File: src/rtl/nor_latch_seq_pkg.sv
// Shared types and defaults for the NOR-latch pulse sequencer.
package nor_latch_seq_pkg;

   typedef enum logic [2:0] {
      IDLE   = 3'd0,
      INIT   = 3'd1,
      GAP    = 3'd2,
      PULSE  = 3'd3,
      SETTLE = 3'd4,
      SAMPLE = 3'd5,
      RESULT = 3'd6
   } state_t;

   localparam int INIT_CYC_DEF = 4;

endpackage

File: src/rtl/nor_latch_q_sync.sv
// Two-flop synchronizer bringing the raw latch output into clk domain.
module nor_latch_q_sync (
   input  logic clk,
   input  logic rst_n,
   input  logic i_q_async,
   output logic o_q_sync
);

   logic r_meta;
   logic r_sync;

   always_ff @(posedge clk or negedge rst_n) begin
      if (!rst_n) begin
         r_meta <= 1'b0;
         r_sync <= 1'b0;
      end else begin
         r_meta <= i_q_async;
         r_sync <= r_meta;
      end
   end

   assign o_q_sync = r_sync;

endmodule

File: src/rtl/nor_latch_pulse_sequencer.sv
// Drives A/B funnel pulses into the NOR latch, samples Q after settling,
// streams per-trial results and counts Q=1 outcomes.
//
// state  | meaning
// IDLE   | waiting for configuration
// INIT   | stim_a held high to force Q=0
// GAP    | both stim low, pre-pulse settle
// PULSE  | A/B pulses generated from phase counter t
// SETTLE | both stim low, latch resolves
// SAMPLE | capture synchronized Q, update ones count
// RESULT | present result, wait for res_ready
module nor_latch_pulse_sequencer
   import nor_latch_seq_pkg::*;
#(
   parameter int CNT_W    = 8,
   parameter int NUM_W    = 16,
   parameter int INIT_CYC = INIT_CYC_DEF
) (
   input  logic             clk,
   input  logic             rst_n,
   input  logic             cfg_valid,
   output logic             cfg_ready,
   input  logic [CNT_W-1:0] cfg_width_a,
   input  logic [CNT_W-1:0] cfg_gap_b,
   input  logic [CNT_W-1:0] cfg_width_b,
   input  logic [CNT_W-1:0] cfg_settle,
   input  logic [NUM_W-1:0] cfg_repeat,
   input  logic             abort,
   output logic             stim_a,
   output logic             stim_b,
   input  logic             q_async,
   output logic             res_valid,
   input  logic             res_ready,
   output logic             res_q,
   output logic [NUM_W-1:0] res_idx,
   output logic [NUM_W-1:0] ones_cnt,
   output logic             busy,
   output logic             done
);

   localparam int PW = CNT_W + 1;
   localparam logic [PW-1:0]    ONE_P = PW'(1);
   localparam logic [NUM_W-1:0] ONE_N = NUM_W'(1);

   state_t           r_state;
   state_t           w_state_nxt;
   logic [PW-1:0]    r_cnt;
   logic [PW-1:0]    w_cnt_nxt;
   logic             w_load;

   logic [CNT_W-1:0] r_width_a;
   logic [CNT_W-1:0] r_gap_b;
   logic [CNT_W-1:0] r_width_b;
   logic [CNT_W-1:0] r_settle;
   logic [NUM_W-1:0] r_repeat;
   logic [NUM_W-1:0] r_res_idx;
   logic [NUM_W-1:0] r_ones_cnt;

   logic r_stim_a;
   logic r_stim_b;
   logic r_res_valid;
   logic r_res_q;
   logic r_done;
   logic r_busy;
   logic r_cfg_ready;

   logic          w_q_sync;
   logic [PW-1:0] w_a_end;
   logic [PW-1:0] w_b_start;
   logic [PW-1:0] w_b_end;
   logic [PW-1:0] w_len;
   logic          w_accept;
   logic          w_last;
   logic          w_abort;
   state_t        w_after_pulse;
   state_t        w_after_gap;
   state_t        w_after_init;
   logic          w_stim_a_nxt;
   logic          w_stim_b_nxt;

   nor_latch_q_sync u_q_sync (
      .clk       (clk),
      .rst_n     (rst_n),
      .i_q_async (q_async),
      .o_q_sync  (w_q_sync)
   );

   // B end is formed one bit wider so 255+255 does not wrap.
   assign w_a_end   = {1'b0, r_width_a};
   assign w_b_start = {1'b0, r_gap_b};
   assign w_b_end   = w_b_start + {1'b0, r_width_b};
   assign w_len     = (w_a_end > w_b_end) ? w_a_end : w_b_end;

   assign w_accept = cfg_valid && r_cfg_ready;
   assign w_last   = (r_res_idx == (r_repeat - ONE_N));
   assign w_abort  = abort && (r_state != IDLE);

   // Zero-length phases are skipped by chaining the successor choice.
   assign w_after_pulse = (r_settle != '0) ? SETTLE : SAMPLE;
   assign w_after_gap   = (w_len != '0) ? PULSE : w_after_pulse;
   assign w_after_init  = (r_settle != '0) ? GAP : w_after_gap;

   always_comb begin
      w_state_nxt = r_state;
      w_cnt_nxt   = r_cnt;
      w_load      = 1'b0;
      case (r_state)
         IDLE: begin
            if (w_accept && (cfg_repeat != '0)) begin
               w_state_nxt = INIT;
               w_load      = 1'b1;
            end
         end
         INIT: begin
            if (r_cnt == '0) begin
               w_state_nxt = w_after_init;
               w_load      = 1'b1;
            end else begin
               w_cnt_nxt = r_cnt - ONE_P;
            end
         end
         GAP: begin
            if (r_cnt == '0) begin
               w_state_nxt = w_after_gap;
               w_load      = 1'b1;
            end else begin
               w_cnt_nxt = r_cnt - ONE_P;
            end
         end
         PULSE: begin
            if (r_cnt == (w_len - ONE_P)) begin
               w_state_nxt = w_after_pulse;
               w_load      = 1'b1;
            end else begin
               w_cnt_nxt = r_cnt + ONE_P;
            end
         end
         SETTLE: begin
            if (r_cnt == '0) begin
               w_state_nxt = SAMPLE;
               w_load      = 1'b1;
            end else begin
               w_cnt_nxt = r_cnt - ONE_P;
            end
         end
         SAMPLE: begin
            w_state_nxt = RESULT;
            w_load      = 1'b1;
         end
         RESULT: begin
            if (res_ready) begin
               w_state_nxt = w_last ? IDLE : INIT;
               w_load      = 1'b1;
            end
         end
         default: begin
            w_state_nxt = IDLE;
            w_load      = 1'b1;
         end
      endcase

      if (w_abort) begin
         w_state_nxt = IDLE;
         w_load      = 1'b1;
      end

      if (w_load) begin
         case (w_state_nxt)
            INIT:        w_cnt_nxt = PW'(INIT_CYC - 1);
            GAP, SETTLE: w_cnt_nxt = {1'b0, r_settle} - ONE_P;
            default:     w_cnt_nxt = '0;
         endcase
      end
   end

   // Stim is computed for the state being entered so it aligns with it.
   assign w_stim_a_nxt = (w_state_nxt == INIT) ||
                         ((w_state_nxt == PULSE) && (w_cnt_nxt < w_a_end));
   assign w_stim_b_nxt = (w_state_nxt == PULSE) &&
                         (w_cnt_nxt >= w_b_start) && (w_cnt_nxt < w_b_end);

   always_ff @(posedge clk or negedge rst_n) begin
      if (!rst_n) begin
         r_state     <= IDLE;
         r_cnt       <= '0;
         r_stim_a    <= 1'b0;
         r_stim_b    <= 1'b0;
         r_res_valid <= 1'b0;
         r_res_q     <= 1'b0;
         r_res_idx   <= '0;
         r_ones_cnt  <= '0;
         r_busy      <= 1'b0;
         r_done      <= 1'b0;
         r_cfg_ready <= 1'b1;
         r_width_a   <= '0;
         r_gap_b     <= '0;
         r_width_b   <= '0;
         r_settle    <= '0;
         r_repeat    <= '0;
      end else begin
         r_state     <= w_state_nxt;
         r_cnt       <= w_cnt_nxt;
         r_stim_a    <= w_stim_a_nxt;
         r_stim_b    <= w_stim_b_nxt;
         r_res_valid <= (w_state_nxt == RESULT);
         r_busy      <= (w_state_nxt != IDLE);
         r_cfg_ready <= (w_state_nxt == IDLE);
         r_done      <= 1'b0;

         if ((r_state == IDLE) && w_accept) begin
            r_width_a  <= cfg_width_a;
            r_gap_b    <= cfg_gap_b;
            r_width_b  <= cfg_width_b;
            r_settle   <= cfg_settle;
            r_repeat   <= cfg_repeat;
            r_res_idx  <= '0;
            r_ones_cnt <= '0;
            r_done     <= (cfg_repeat == '0);
         end

         if ((r_state == SAMPLE) && !abort) begin
            r_res_q <= w_q_sync;
            if (w_q_sync && (r_ones_cnt != '1)) begin
               r_ones_cnt <= r_ones_cnt + ONE_N;
            end
         end

         if ((r_state == RESULT) && res_ready && !abort) begin
            if (w_last) begin
               r_done <= 1'b1;
            end else begin
               r_res_idx <= r_res_idx + ONE_N;
            end
         end
      end
   end

   assign cfg_ready = r_cfg_ready;
   assign stim_a    = r_stim_a;
   assign stim_b    = r_stim_b;
   assign res_valid = r_res_valid;
   assign res_q     = r_res_q;
   assign res_idx   = r_res_idx;
   assign ones_cnt  = r_ones_cnt;
   assign busy      = r_busy;
   assign done      = r_done;

endmodule

File: config.mk
export PLATFORM = sky130hd
export DESIGN_NAME = nor_latch_pulse_sequencer
export DESIGN_NICKNAME = d
export VERILOG_FILES = /design/src/rtl/nor_latch_seq_pkg.sv /design/src/rtl/nor_latch_q_sync.sv /design/src/rtl/nor_latch_pulse_sequencer.sv
export SDC_FILE = /design/constraint.sdc
export NUM_CORES = 1
export LEC_CHECK = 0
export BUFFER_PORTS_ARGS = -buffer_cell sky130_fd_sc_hd__buf_2
export CAP_MARGIN = 20
export CORE_MARGIN = 4
export CORE_UTILIZATION = 63
export CTS_CLUSTER_DIAMETER = 150
export DETAILED_ROUTE_END_ITERATION = 8
export PLACE_DENSITY = 0.86
export SYNTH_ARGS = -nofsm -noshare
export SYNTH_HDL_FRONTEND = slang
export SYNTH_SLANG_ARGS = --single-unit
File: constraint.sdc
create_clock -name clk -period 13.4 [get_ports clk]
set_input_delay 2.68 -clock clk [delete_from_list [all_inputs] [get_ports clk]]
set_output_delay 2.68 -clock clk [all_outputs]
set_load 0.005 [all_outputs]
## Word-level counts from Yosys, hierarchy flattened

Cells that the tools add are included.

| operators by class | value |
|---|---|
| add/subtract/negate cells | 8 |
| multiply operators | 0 |
| divide/modulo/power cells | 0 |
| $lt $le $gt $ge | 4 |
| equality and inequality tests | 14 |
| shift operators | 0 |
| multiplexer cells | 33 |
| bitwise gates (word level) | 0 |
| reductions and logical operators | 24 |

Operators with widths:

| operator | count |
|---|---|
| $mux 16 | 6 |
| $mux 9 | 4 |
| $pmux 9 s2 | 2 |
| $add 16x1->16 const B | 2 |
| $mux 3 | 9 |
| $pmux 3 s7 | 1 |
| $sub 9x1->9 const B | 2 |
| $eq 16x16->1 | 1 |
| $logic_not 16->1 | 1 |
| $ne 16x16->1 const B | 1 |
| $reduce_bool 16->1 | 1 |
| $sub 16x1->16 const B | 1 |
| $eq 3x3->1 const B | 5 |
| $eq 3x2->1 const B | 4 |
| $logic_and 1x1->1 | 11 |
| $mux 1 | 10 |
| $add 8x8->9 | 1 |
| $add 9x1->9 const B | 1 |
| $eq 9x9->1 | 1 |
| $ge 9x8->1 | 1 |
| $gt 8x9->1 | 1 |
| $logic_not 9->1 | 1 |
| $lt 9x8->1 | 1 |
| $lt 9x9->1 | 1 |
| other kinds (11) | 14 |

| word-level totals | value |
|---|---|
| register bits | 101 |
| bits in latches | 0 |
| memory bits (writable) | 0 |
| bits in read-only memories | 0 |
| bits of input ports | 54 |
| output and inout bits | 39 |
| logic and storage cells | 101 |
| memories kept | 0 |

## Longest topological paths before layout

Gate-level depths: netlist of the first run.

| logic depth | value |
|---|---|
| word-level depth | 16 |
| depth in mapped cells | 41 |
| mapped depth without buffers | 40 |

## By module

Synthesis of the first run repeated with hierarchy kept, for this count alone.

| unflattened totals | value |
|---|---|
| cells, all modules | 843 |
| area total of the unflattened synthesis | 7099.3 sq um |

By module, submodules not included:

| module | instances | cells each | area each (sq um) | seq. area each (sq um) |
|---|---|---|---|---|
| nor_latch_pulse_sequencer | 1 | 841 | 7049.3 | 2478.6 |
| nor_latch_q_sync | 1 | 2 | 50.0 | 50.0 |

## Least setup slack after synthesis of the first run

No wires, ideal clock.

| timing | value |
|---|---|
| kind | register to register |
| start | register r_gap_b[0] |
| end | register r_stim_b, in the netlist stim_b |
| setup time | 0.125 ns |
| arrival time | 7.484 ns |
| data required time | 13.275 ns |
| slack | 5.791 ns |
| stages on the path, launching flop included | 41 |
| buffers on the path | 2 |
| clock period less this slack | 7.609 ns |
| cells stage by stage | dfrtp_1 ha_1 inv_1 fa_1 nor2b_1 o22a_1 a31oi_1 xnor2_2 inv_1 ha_1 and3_1 and3_1 a211oi_1 nand2_1 buf_2 a21oi_1 ha_1 inv_1 (+5 left out) a2111oi_4 a31oi_4 nor2_4 nand3_2 or3_1 buf_2 o22ai_1 ha_1 nor2b_1 o21ai_0 nand2b_1 a21oi_1 nor2b_1 o21ai_0 nand2b_1 a21oi_1 a211oi_1 a21boi_1 |

| between the ends | value |
|---|---|
| cells in the longest elaborated chain, start to end | 16 |
| elaborated cells between the ends (all ways) | 29 |
| those cells by class | 2 x add/sub; 3 x order compare; 5 x eq/ne; 15 x mux; 4 x reduce/logical |

Ends and longest elaborated chain:

| element | RTL line | source |
|---|---|---|
| start, declared | nor_latch_pulse_sequencer.sv:52 | `logic [CNT_W-1:0] r_gap_b;` |
| start signal, assigned | nor_latch_pulse_sequencer.sv:212 | `r_gap_b <= cfg_gap_b;` |
| $add 8x8->9 (*) | nor_latch_pulse_sequencer.sv:91 | `assign w_b_end = w_b_start + {1'b0, r_width_b};` |
| $gt 8x9->1 | nor_latch_pulse_sequencer.sv:92 | `assign w_len = (w_a_end > w_b_end) ? w_a_end : w_b_end;` |
| $mux 9 (*) | nor_latch_pulse_sequencer.sv:92 |  |
| branches (longest 9 deep; another with $sub 9x1->9) | n/a |  |
| $mux 9 (*) | nor_latch_pulse_sequencer.sv:167 | `if (w_load) begin` |
| net w_cnt_nxt[2] | nor_latch_pulse_sequencer.sv:48 | `logic [PW-1:0] w_cnt_nxt;` |
| $ge 9x8->1 | nor_latch_pulse_sequencer.sv:180 | `(w_cnt_nxt >= w_b_start) && (w_cnt_nxt < w_b_end);` |
| $logic_and 1x1->1 | nor_latch_pulse_sequencer.sv:179 | `assign w_stim_b_nxt = (w_state_nxt == PULSE) &&` |
| $logic_and 1x1->1 (*) | nor_latch_pulse_sequencer.sv:180 |  |
| net w_stim_b_nxt | nor_latch_pulse_sequencer.sv:79 | `logic w_stim_b_nxt;` |
| end signal, assigned | nor_latch_pulse_sequencer.sv:204 | `r_stim_b <= w_stim_b_nxt;` |
| end, declared | nor_latch_pulse_sequencer.sv:60 | `logic r_stim_b;` |

Mark *: on every way through the listed nets, which the timed path passes.
A chain may end at the register's enable or synchronous reset.

## Worst setup path in the final report of the first run

Ends and elaborated chain as after synthesis.

==> tab_implementation.tex, run 1 <==
\begin{tabular}{lr}
\hline
Metric & Value \\
\hline
\multicolumn{2}{l}{\textbf{Place}} \\
\quad Post-Place Setup Slack & 4.74 ns \\
\quad Number of port buffers & 92 \\
\quad Total half-perimeter wirelength after legalization and detailed placement & 13.4 mm \\
\quad Final weighted congestion in routability-driven placement & 0.952 \\
\multicolumn{2}{l}{\textbf{Synth}} \\
\quad Combined area of all synthesized cells & 7020 um2 \\
\quad Adder and majority cell fraction of the synthesized area & 0.0876 \\
\quad Distinct cell type count after synthesis & 84 \\
\quad Synthesized instance count & 826 \\
\quad Post-Syn Nets & 927 \\
\quad Register area share after synthesis & 0.360 \\
\quad Average size of a mapped cell & 8.50 um2 \\
\quad Async SR Flop Fraction & 1.00 \\
\quad Number of synthesized flops with an enable pin & 0 \\
\quad Post-synthesis share of cell area spent on and, or, nand and nor gates & 0.243 \\
\quad Synthesized-area fraction occupied by ao, oa, aoi and oai cells & 0.163 \\
\quad Portion of netlist area occupied by mux cells & 0.0219 \\
\quad Post-Synth XOR/XNOR Area & 0.0810 \\
\quad Dominant combinational cell family by area after synthesis & simple AND/OR/NAND/NOR gates \\
\quad Ys flop type & sky130\_fd\_sc\_hd\_\_dfrtp\_1 \\
\quad Seq cells post-synth & 101 \\
\quad Syn. warnings & 0 \\
\multicolumn{2}{l}{\textbf{Timing}} \\
\quad Worst slew slack as a fraction of its limit & 0.333 \\
\quad Actual transition at the worst max-transition pin & 1.00 ns \\
\quad Worst path setup slack after routing & 4.65 ns \\
\quad Tcrit/Tclk final & 0.653 \\
\quad Unrepaired setup endpoints after global routing & false \\
\quad Setup clock skew after layout & 0.00960 ns \\
\quad Hold Vio Cnt, Final & 0 \\
\quad Final worst path period need & 8.75 ns \\
\quad Setup TNS & 0 ns \\
\quad Final Max Tran Viols & 0 \\
\quad Upper clock frequency limit & 114 MHz \\
\quad Number of setup violations in the final report & 0 \\
\multicolumn{2}{l}{\textbf{Floorplan}} \\
\quad Die span in y & 114 um \\
\quad Area of the core region & 10900 um2 \\
\quad Site row count & 38 \\
\quad Horizontal extent of the die & 114 um \\
\quad Starting density of the core & 0.645 \\
\quad \# IOs & 93 \\
\quad Die area & 12900 um2 \\
\multicolumn{2}{l}{\textbf{Drt}} \\
\quad Drt initial violations & 669 \\
\quad Routed wire length & 17.9 mm \\
\quad Vias & 6427 \\
\quad Per-cell routed wire length & 17.1 um \\
\quad Count of unresolved DRC violations after routing & 0 \\
\quad Length of the first detailed-routing pass in iterations & 5 \\
\quad Via-to-Cell Ratio & 6.14 \\
\quad Count of antenna-violating nets left after detailed routing & 0 \\
\multicolumn{2}{l}{\textbf{Pwr}} \\
\quad Comb power frac & 0.679 \\
\quad Switching power summed over all nets & 0.00112 W \\
\quad Power per cell area & 282 nW/um2 \\
\quad Portion of total power attributed to sequential cells & 0.232 \\
\quad Pleak & 3.73 nW \\
\quad Worst-case vdd ir drop & 0.160 mV \\
\quad Switching power as a share of total power & 0.513 \\
\quad Share of power burned in the clock network & 0.089 \\
\quad Int Pwr & 0.00107 W \\
\multicolumn{2}{l}{\textbf{Global route}} \\
\quad Total overflow reported by the global router & 0 \\
\quad Met2 layer usage reported by global route & 0.430 \\
\quad Global-route track usage on met1 & 0.413 \\
\quad Largest net degree at the start of global routing & 84 \\
\quad Via count of the first global-routing pass & 5994 \\
\quad Total routing resource utilization after global routing & 0.288 \\
\quad Global-route wire length before repair & 29.8 mm \\
\quad Met3 track demand over resource & 0.0812 \\
\quad Highest-utilization routing layer at the global route stage & met2 \\
\quad Number of antenna violations at the first check in global routing & 0 \\
\multicolumn{2}{l}{\textbf{Clocking}} \\
\quad Clock-pin transition on the worst setup and hold timing paths & 0.10 ns \\
\quad CTS tree & yes \\
\quad Buffers inserted during post-CTS setup optimization & 0 \\
\quad Number of buffers created by CTS & 9 \\
\quad CTS root buffer & sky130\_fd\_sc\_hd\_\_clkbuf\_8 \\
\quad Post-CTS resize count & 0 \\
\quad Hold-fix buffer count after cts & 0 \\
\quad Number of levels in the clock H-tree & 3 \\
\quad Clock Path Buffers & 2 \\
\quad Clk sink count & 101 \\
\quad Insertion delay of the later-clocked pin in the worst-skew pair & 0.40 ns \\
\multicolumn{2}{l}{\textbf{Cells and area}} \\
\quad Share of post-route cells with drive strength above 1 & 0.156 \\
\quad Commonest cells after routing, fill and taps aside & 162 x sky130\_fd\_sc\_hd\_\_nand2\_1, 100 x sky130\_fd\_sc\_hd\_\_dfrtp\_1, 91 x sky130\_fd\_sc\_hd\_\_buf\_2 \\
\quad Fillers & 869 \\
\quad Commonest non-fill, non-tap cell in the layout & sky130\_fd\_sc\_hd\_\_nand2\_1 \\
\quad Number of nets in the layout & 1001 \\
\quad Synthesis-to-finish area growth & 10.7\% \\
\multicolumn{2}{l}{\textbf{Worst setup path}} \\
\quad Max stage delay cell, worst path & sky130\_fd\_sc\_hd\_\_or4\_1 \\
\quad Crit-path leading delay family & compound AO/OA/AOI/OAI gates \\
\quad Maximum net fanout on the critical path & 11 \\
\quad Most frequent cell on the critical path & sky130\_fd\_sc\_hd\_\_ha\_1 \\
\quad Setup crit end kind & flip-flop \\
\quad Kind of critical path & reg -> reg \\
\quad Required time at the worst-slack endpoint & 13.70 ns \\
\quad Delay of the slowest cell on the worst path & 0.56 ns \\
\quad CP bufs+invs & 3 \\
\quad Type of origin of the critical path & flip-flop \\
\quad Data arrival time of the critical path & 9.04 ns \\
\multicolumn{2}{l}{\textbf{Min path}} \\
\quad Class of the worst hold path & reg -> reg \\
\multicolumn{2}{l}{\textbf{Run}} \\
\quad Count of max-cap constraint violations & 0 \\
\multicolumn{2}{l}{\textbf{Outcome}} \\
\quad Outcome & finished clean \\
\hline
\end{tabular}
==> Yosys cell counts, types with 8 or more instances <==
library cell,count,share of area
sky130_fd_sc_hd__nor3_1,17,0.012
sky130_fd_sc_hd__ha_1,46,0.082
sky130_fd_sc_hd__a21o_1,8,0.0086
sky130_fd_sc_hd__o22ai_1,8,0.0071
sky130_fd_sc_hd__nand2_1,162,0.087
sky130_fd_sc_hd__nand2b_1,10,0.0089
sky130_fd_sc_hd__dfrtp_1,100,0.36
sky130_fd_sc_hd__xor2_1,20,0.025
sky130_fd_sc_hd__nand3_1,30,0.021
sky130_fd_sc_hd__o211ai_1,10,0.011
sky130_fd_sc_hd__inv_1,45,0.024
sky130_fd_sc_hd__a21oi_1,28,0.020
sky130_fd_sc_hd__xnor2_1,36,0.045
sky130_fd_sc_hd__mux2i_1,12,0.017
sky130_fd_sc_hd__nor4_1,12,0.011
sky130_fd_sc_hd__o21ai_0,54,0.038
sky130_fd_sc_hd__clkbuf_1,26,0.014
sky130_fd_sc_hd__nand4_1,18,0.016
sky130_fd_sc_hd__nor2_1,49,0.026
sky130_fd_sc_hd__and3_1,14,0.012
==> sequential cells by signal, indices dropped and copies added, names as in the netlist, 3 cells and up <==
| name | count |
|---|---|
| ones_cnt | 16 |
| r_repeat | 16 |
| res_idx | 16 |
| r_cnt | 9 |
| r_gap_b | 8 |
| r_settle | 8 |
| r_width_a | 8 |
| r_width_b | 8 |
| r_state | 3 |
==> per-stage QoR <==
stage                     utilization  instances  instance area [um2]  power (W)  hold WS (ns)
after floorplan                     -        826                 7020    0.00163         0.331
final                           0.714       1046                 7770    0.00219         0.388
after global routing            0.714       1045                 7770    0.00239         0.399
after CTS                       0.711       1044                 7740    0.00216         0.394
after detailed placement        0.694       1028                 7550    0.00196         0.351
after global placement          0.694       1028                 7550    0.00192         0.355
==> per-layer routing <==
layer,part of all wire,vias to the layer above
met2,0.44,300
met4,0.019,0
met1,0.45,3028
met5,0,-
li1,-,3070
met3,0.087,29
==> logic make-up after synthesis <==
| family | after synthesis |
|---|---|
| buf+inv | 78 |
| flops | 101 |
| compound gates | 167 |
| fa+ha+maj | 49 |
| simple gates | 356 |
| xor+xnor | 60 |
| mux | 15 |
==> path summary, 6_finish.rpt <==
path / to / startpoint / depth (start not counted) / slack, ns
worst max-delay path: stim_b / r_gap_b[0] / 38 / 4.65
worst min-delay path: u_q_sync.o_q_sync / u_q_sync.r_meta / 0 / 0.39
worst max register to register: stim_b / r_gap_b[0] / 38 / 4.65
worst min register to register: u_q_sync.o_q_sync / u_q_sync.r_meta / 0 / 0.39
max in group asynchronous: r_gap_b[2] / rst_n / 3 / 10.41
min in group asynchronous: r_width_a[0] / rst_n / 1 / 2.13
==> power by group through the flow <==
stage | Combinational, W | Clock [W] | Sequential (W)
6_report | 0.00149 | 0.000195 | 0.000508
5_1_grt | 0.00165 | 0.000212 | 0.000521
4_1_cts | 0.00146 | 0.000198 | 0.000505
3_5_place_dp | 0.00145 | 0 | 0.000509
3_3_place_gp | 0.00141 | 0 | 0.000505
2_1_floorplan | 0.00117 | 0 | 0.000460
==> worst reg2reg max path, delay by kind of cell, from the launching register on <==
kind	cells	cell delay, ns
DFF	1	0.38
xor gates and xnor gates	2	0.51
and+or+nand+nor	13	2.73
AOI/OAI and AO/OA	15	3.26
adders and majority gates	5	1.50
buffers and inverters	3	0.29
==> cell type report <==
type / instances / area [um2] / area share
Timing Repair Buffer: 95 / 505 / 0.0650
Sequential cell: 101 / 2530 / 0.325
Tap cell: 140 / 175 / 0.0225
Inverter: 46 / 173 / 0.0222
Multi-Input combinational cell: 647 / 4200 / 0.540
Clock buffer: 11 / 141 / 0.0182
Clock inverter: 5 / 48.8 / 0.00628
Antenna cell: 1 / 2.50 / 0.000322
Note: power is estimated with default switching activity, not from simulation.
==> inputs of run 2 (changes only) <==
CORE_UTILIZATION = 59   (was 63)
PLACE_DENSITY = 0.81   (was 0.86)
clock period = 8.1 ns   (was 13.4 ns; I/O delays follow)
==> run 2 against run 1 <==
Against the previous run: hold slack worse by 0.034 ns; clock skew hardly changed; final cell count is 2.3% higher; total power increased by 87%; worst setup slack worse by 4.1 ns; critical path type unchanged; largest cell class unchanged.
==> tab_implementation.tex, run 2 (synthesis results as in run 1) <==
\begin{tabular}{lr}
\hline
Metric & Value \\
\hline
\multicolumn{2}{l}{\textbf{Outcome}} \\
\quad Outcome & finished clean (unchanged) \\
\multicolumn{2}{l}{\textbf{Pwr}} \\
\quad Worst-case vdd ir drop & 0.335 mV (was 0.160 mV) \\
\quad Pleak & 3.90 nW (was 3.73 nW) \\
\quad Comb power frac & 0.689 (was 0.679) \\
\quad Int Pwr & 0.00210 W (was 0.00107 W) \\
\quad Switching power summed over all nets & 0.00199 W (was 0.00112 W) \\
\quad Power per cell area & 504 nW/um2 (was 282 nW/um2) \\
\quad Switching power as a share of total power & 0.486 (was 0.513) \\
\quad Share of power burned in the clock network & 0.106 (was 0.089) \\
\quad Portion of total power attributed to sequential cells & 0.205 (was 0.232) \\
\multicolumn{2}{l}{\textbf{Global route}} \\
\quad Via count of the first global-routing pass & 5962 (was 5994) \\
\quad Number of antenna violations at the first check in global routing & 0 (unchanged) \\
\quad Total routing resource utilization after global routing & 0.279 (was 0.288) \\
\quad Global-route wire length before repair & 29.9 mm (was 29.8 mm) \\
\quad Total overflow reported by the global router & 0 (unchanged) \\
\quad Largest net degree at the start of global routing & 79 (was 84) \\
\multicolumn{2}{l}{\textbf{Worst setup path}} \\
\quad Kind of critical path & reg -> reg (unchanged) \\
\quad Delay of the slowest cell on the worst path & 0.55 ns (was 0.56 ns) \\
\quad Maximum net fanout on the critical path & 8 (was 11) \\
\quad Max stage delay cell, worst path & sky130\_fd\_sc\_hd\_\_or4\_4 (was sky130\_fd\_sc\_hd\_\_or4\_1) \\
\quad Data arrival time of the critical path & 7.83 ns (was 9.04 ns) \\
\quad Setup crit end kind & flip-flop (unchanged) \\
\quad Required time at the worst-slack endpoint & 8.39 ns (was 13.70 ns) \\
\quad Type of origin of the critical path & flip-flop (unchanged) \\
\quad Logic depth of the worst register-to-register path & 39 (was 38) \\
\multicolumn{2}{l}{\textbf{Clocking}} \\
\quad CTS root buffer & sky130\_fd\_sc\_hd\_\_clkbuf\_16 (was sky130\_fd\_sc\_hd\_\_clkbuf\_8) \\
\quad Number of buffers created by CTS & 9 (unchanged) \\
\quad Clock-pin transition on the worst setup and hold timing paths & 0.08 ns (was 0.10 ns) \\
\quad Insertion delay of the later-clocked pin in the worst-skew pair & 0.36 ns (was 0.40 ns) \\
\quad Clk sink count & 101 (unchanged) \\
\quad CTS tree & yes (unchanged) \\
\quad Number of levels in the clock H-tree & 3 (unchanged) \\
\quad Clock Path Buffers & 2 (unchanged) \\
\multicolumn{2}{l}{\textbf{Floorplan}} \\
\quad Site row count & 39 (was 38) \\
\quad Die area & 13700 um2 (was 12900 um2) \\
\quad Starting density of the core & 0.610 (was 0.645) \\
\quad Horizontal extent of the die & 117 um (was 114 um) \\
\quad \# IOs & 93 (unchanged) \\
\quad Area of the core region & 11500 um2 (was 10900 um2) \\
\quad Die span in y & 117 um (was 114 um) \\
\multicolumn{2}{l}{\textbf{Place}} \\
\quad Total half-perimeter wirelength after legalization and detailed placement & 14.0 mm (was 13.4 mm) \\
\quad Number of port buffers & 92 (unchanged) \\
\quad Final weighted congestion in routability-driven placement & 0.977 (was 0.952) \\
\quad Post-Place Setup Slack & 0.0920 ns (was 4.74 ns) \\
\quad Placed standard-cell area & 7680 um2 (was 7550 um2) \\
\quad Total placed cells including tap cells & 1047 (was 1028) \\
\multicolumn{2}{l}{\textbf{Timing}} \\
\quad Actual transition at the worst max-transition pin & 1.04 ns (was 1.00 ns) \\
\quad Setup TNS & 0 ns (unchanged) \\
\quad Final worst path period need & 7.54 ns (was 8.75 ns) \\
\quad Setup clock skew after layout & 0.00923 ns (was 0.00960 ns) \\
\quad Hold Vio Cnt, Final & 0 (unchanged) \\
\quad Final Max Tran Viols & 0 (unchanged) \\
\quad Worst path setup slack after routing & 0.558 ns (was 4.65 ns) \\
\quad Number of setup violations in the final report & 0 (unchanged) \\
\quad Worst slew slack as a fraction of its limit & 0.307 (was 0.333) \\
\quad Upper clock frequency limit & 133 MHz (was 114 MHz) \\
\quad Tcrit/Tclk final & 0.931 (was 0.653) \\
\multicolumn{2}{l}{\textbf{Cells and area}} \\
\quad Non-filler cells, final & 1070 (was 1046) \\
\quad Commonest non-fill, non-tap cell in the layout & sky130\_fd\_sc\_hd\_\_nand2\_1 (unchanged) \\
\quad Number of nets in the layout & 1023 (was 1001) \\
\quad Commonest cells after routing, fill and taps aside & 161 x sky130\_fd\_sc\_hd\_\_nand2\_1, 100 x sky130\_fd\_sc\_hd\_\_dfrtp\_1, 91 x sky130\_fd\_sc\_hd\_\_buf\_2 (was 162 x sky130\_fd\_sc\_hd\_\_nand2\_1, 100 x sky130\_fd\_sc\_hd\_\_dfrtp\_1, 91 x sky130\_fd\_sc\_hd\_\_buf\_2) \\
\quad Share of post-route cells with drive strength above 1 & 0.193 (was 0.156) \\
\quad Synthesis-to-finish area growth & 15.7\% (was 10.7\%) \\
\quad Post-route design area & 8130 um2 (was 7770 um2) \\
\quad Inserted Diodes & 0 (was 1) \\
\multicolumn{2}{l}{\textbf{Drt}} \\
\quad Length of the first detailed-routing pass in iterations & 5 (unchanged) \\
\quad Count of antenna-violating nets left after detailed routing & 0 (unchanged) \\
\quad Per-cell routed wire length & 17.4 um (was 17.1 um) \\
\quad Via-to-Cell Ratio & 6.00 (was 6.14) \\
\quad Drt initial violations & 531 (was 669) \\
\quad Count of unresolved DRC violations after routing & 0 (unchanged) \\
\quad Vias & 6420 (was 6427) \\
\quad Routed wire length & 18.6 mm (was 17.9 mm) \\
\multicolumn{2}{l}{\textbf{Min path}} \\
\quad Class of the worst hold path & reg -> reg (unchanged) \\
\quad Hold Crit Depth & 0 (unchanged) \\
\multicolumn{2}{l}{\textbf{Run}} \\
\quad Count of max-cap constraint violations & 0 (unchanged) \\
\hline
\end{tabular}
run 2: cell types whose count changed in the layout (fill, tap and decap cells not counted), sizes merged:
| cell | before | now |
|---|---|---|
| diode | 1 | 0 |
| buf | 95 | 117 |
| clkbuf | 11 | 10 |
| inv | 49 | 50 |
run 2: critical path: cells and delay by family, from the launching register on:
| family | cells | cell delay, ns |
|---|---|---|
| adders and majority gates | 5 | 1.30 |
| DFF | 1 | 0.38 |
| AOI/OAI and AO/OA | 17 | 3.01 |
| xor gates and xnor gates | 2 | 0.43 |
| buffers and inverters | 5 | 0.54 |
| and+or+nand+nor | 10 | 1.79 |
run 2: metrics by stage:
step           hold WS [ns]  utilization  total power (W)
3_5_place_dp          0.337        0.667          0.00341
4_1_cts               0.357        0.692          0.00387
3_3_place_gp          0.335        0.667          0.00338
2_1_floorplan         0.331            -          0.00270
6_report              0.354        0.706          0.00410
5_1_grt               0.370        0.706          0.00444
run 2: path summary, 6_finish.rpt:
| path | from | end | slack (ns) |
|---|---|---|---|
| setup / recovery | r_gap_b[0] | stim_b | 0.56 |
| hold / removal | u_q_sync.r_meta | u_q_sync.o_q_sync | 0.35 |
| setup reg to reg | r_gap_b[0] | stim_b | 0.56 |
| hold reg to reg | u_q_sync.r_meta | u_q_sync.o_q_sync | 0.35 |
| max in group asynchronous | rst_n | r_cnt[6] | 5.74 |
| min in group asynchronous | rst_n | r_width_a[6] | 1.25 |
run 2: area by class of cell:
type                            instances  area [um2]
Clock buffer                           10         229
Clock inverter                          6        62.6
Fill cell                             942        3390
Inverter                               46         173
Multi-Input combinational cell        647        4300
Sequential cell                       101        2530
Tap cell                              143         179
Timing Repair Buffer                  117         654
run 2: power groups by stage:
stage | Sequential [W] | Combinational [W] | Clock (W)
2_1_floorplan | 0.000761 | 0.00194 | 0
6_report | 0.000839 | 0.00282 | 0.000433
3_5_place_dp | 0.000840 | 0.00257 | 0
3_3_place_gp | 0.000838 | 0.00254 | 0
4_1_cts | 0.000833 | 0.00260 | 0.000436
5_1_grt | 0.000860 | 0.00312 | 0.000458
run 2: layer usage:
metal,wire length [um],GRT usage,vias up
met1,8430,0.405,3016
met4,291,0.0619,0
met3,1660,0.0812,30
met2,8260,0.416,253
met5,0,0,-
li1,-,-,3121
run 2: repair_timing:
item,4_1_cts,5_1_grt
hold buffers,0,0
endpoints found under the setup margin,0,2
setup buffers,0,7
resized for setup,0,22
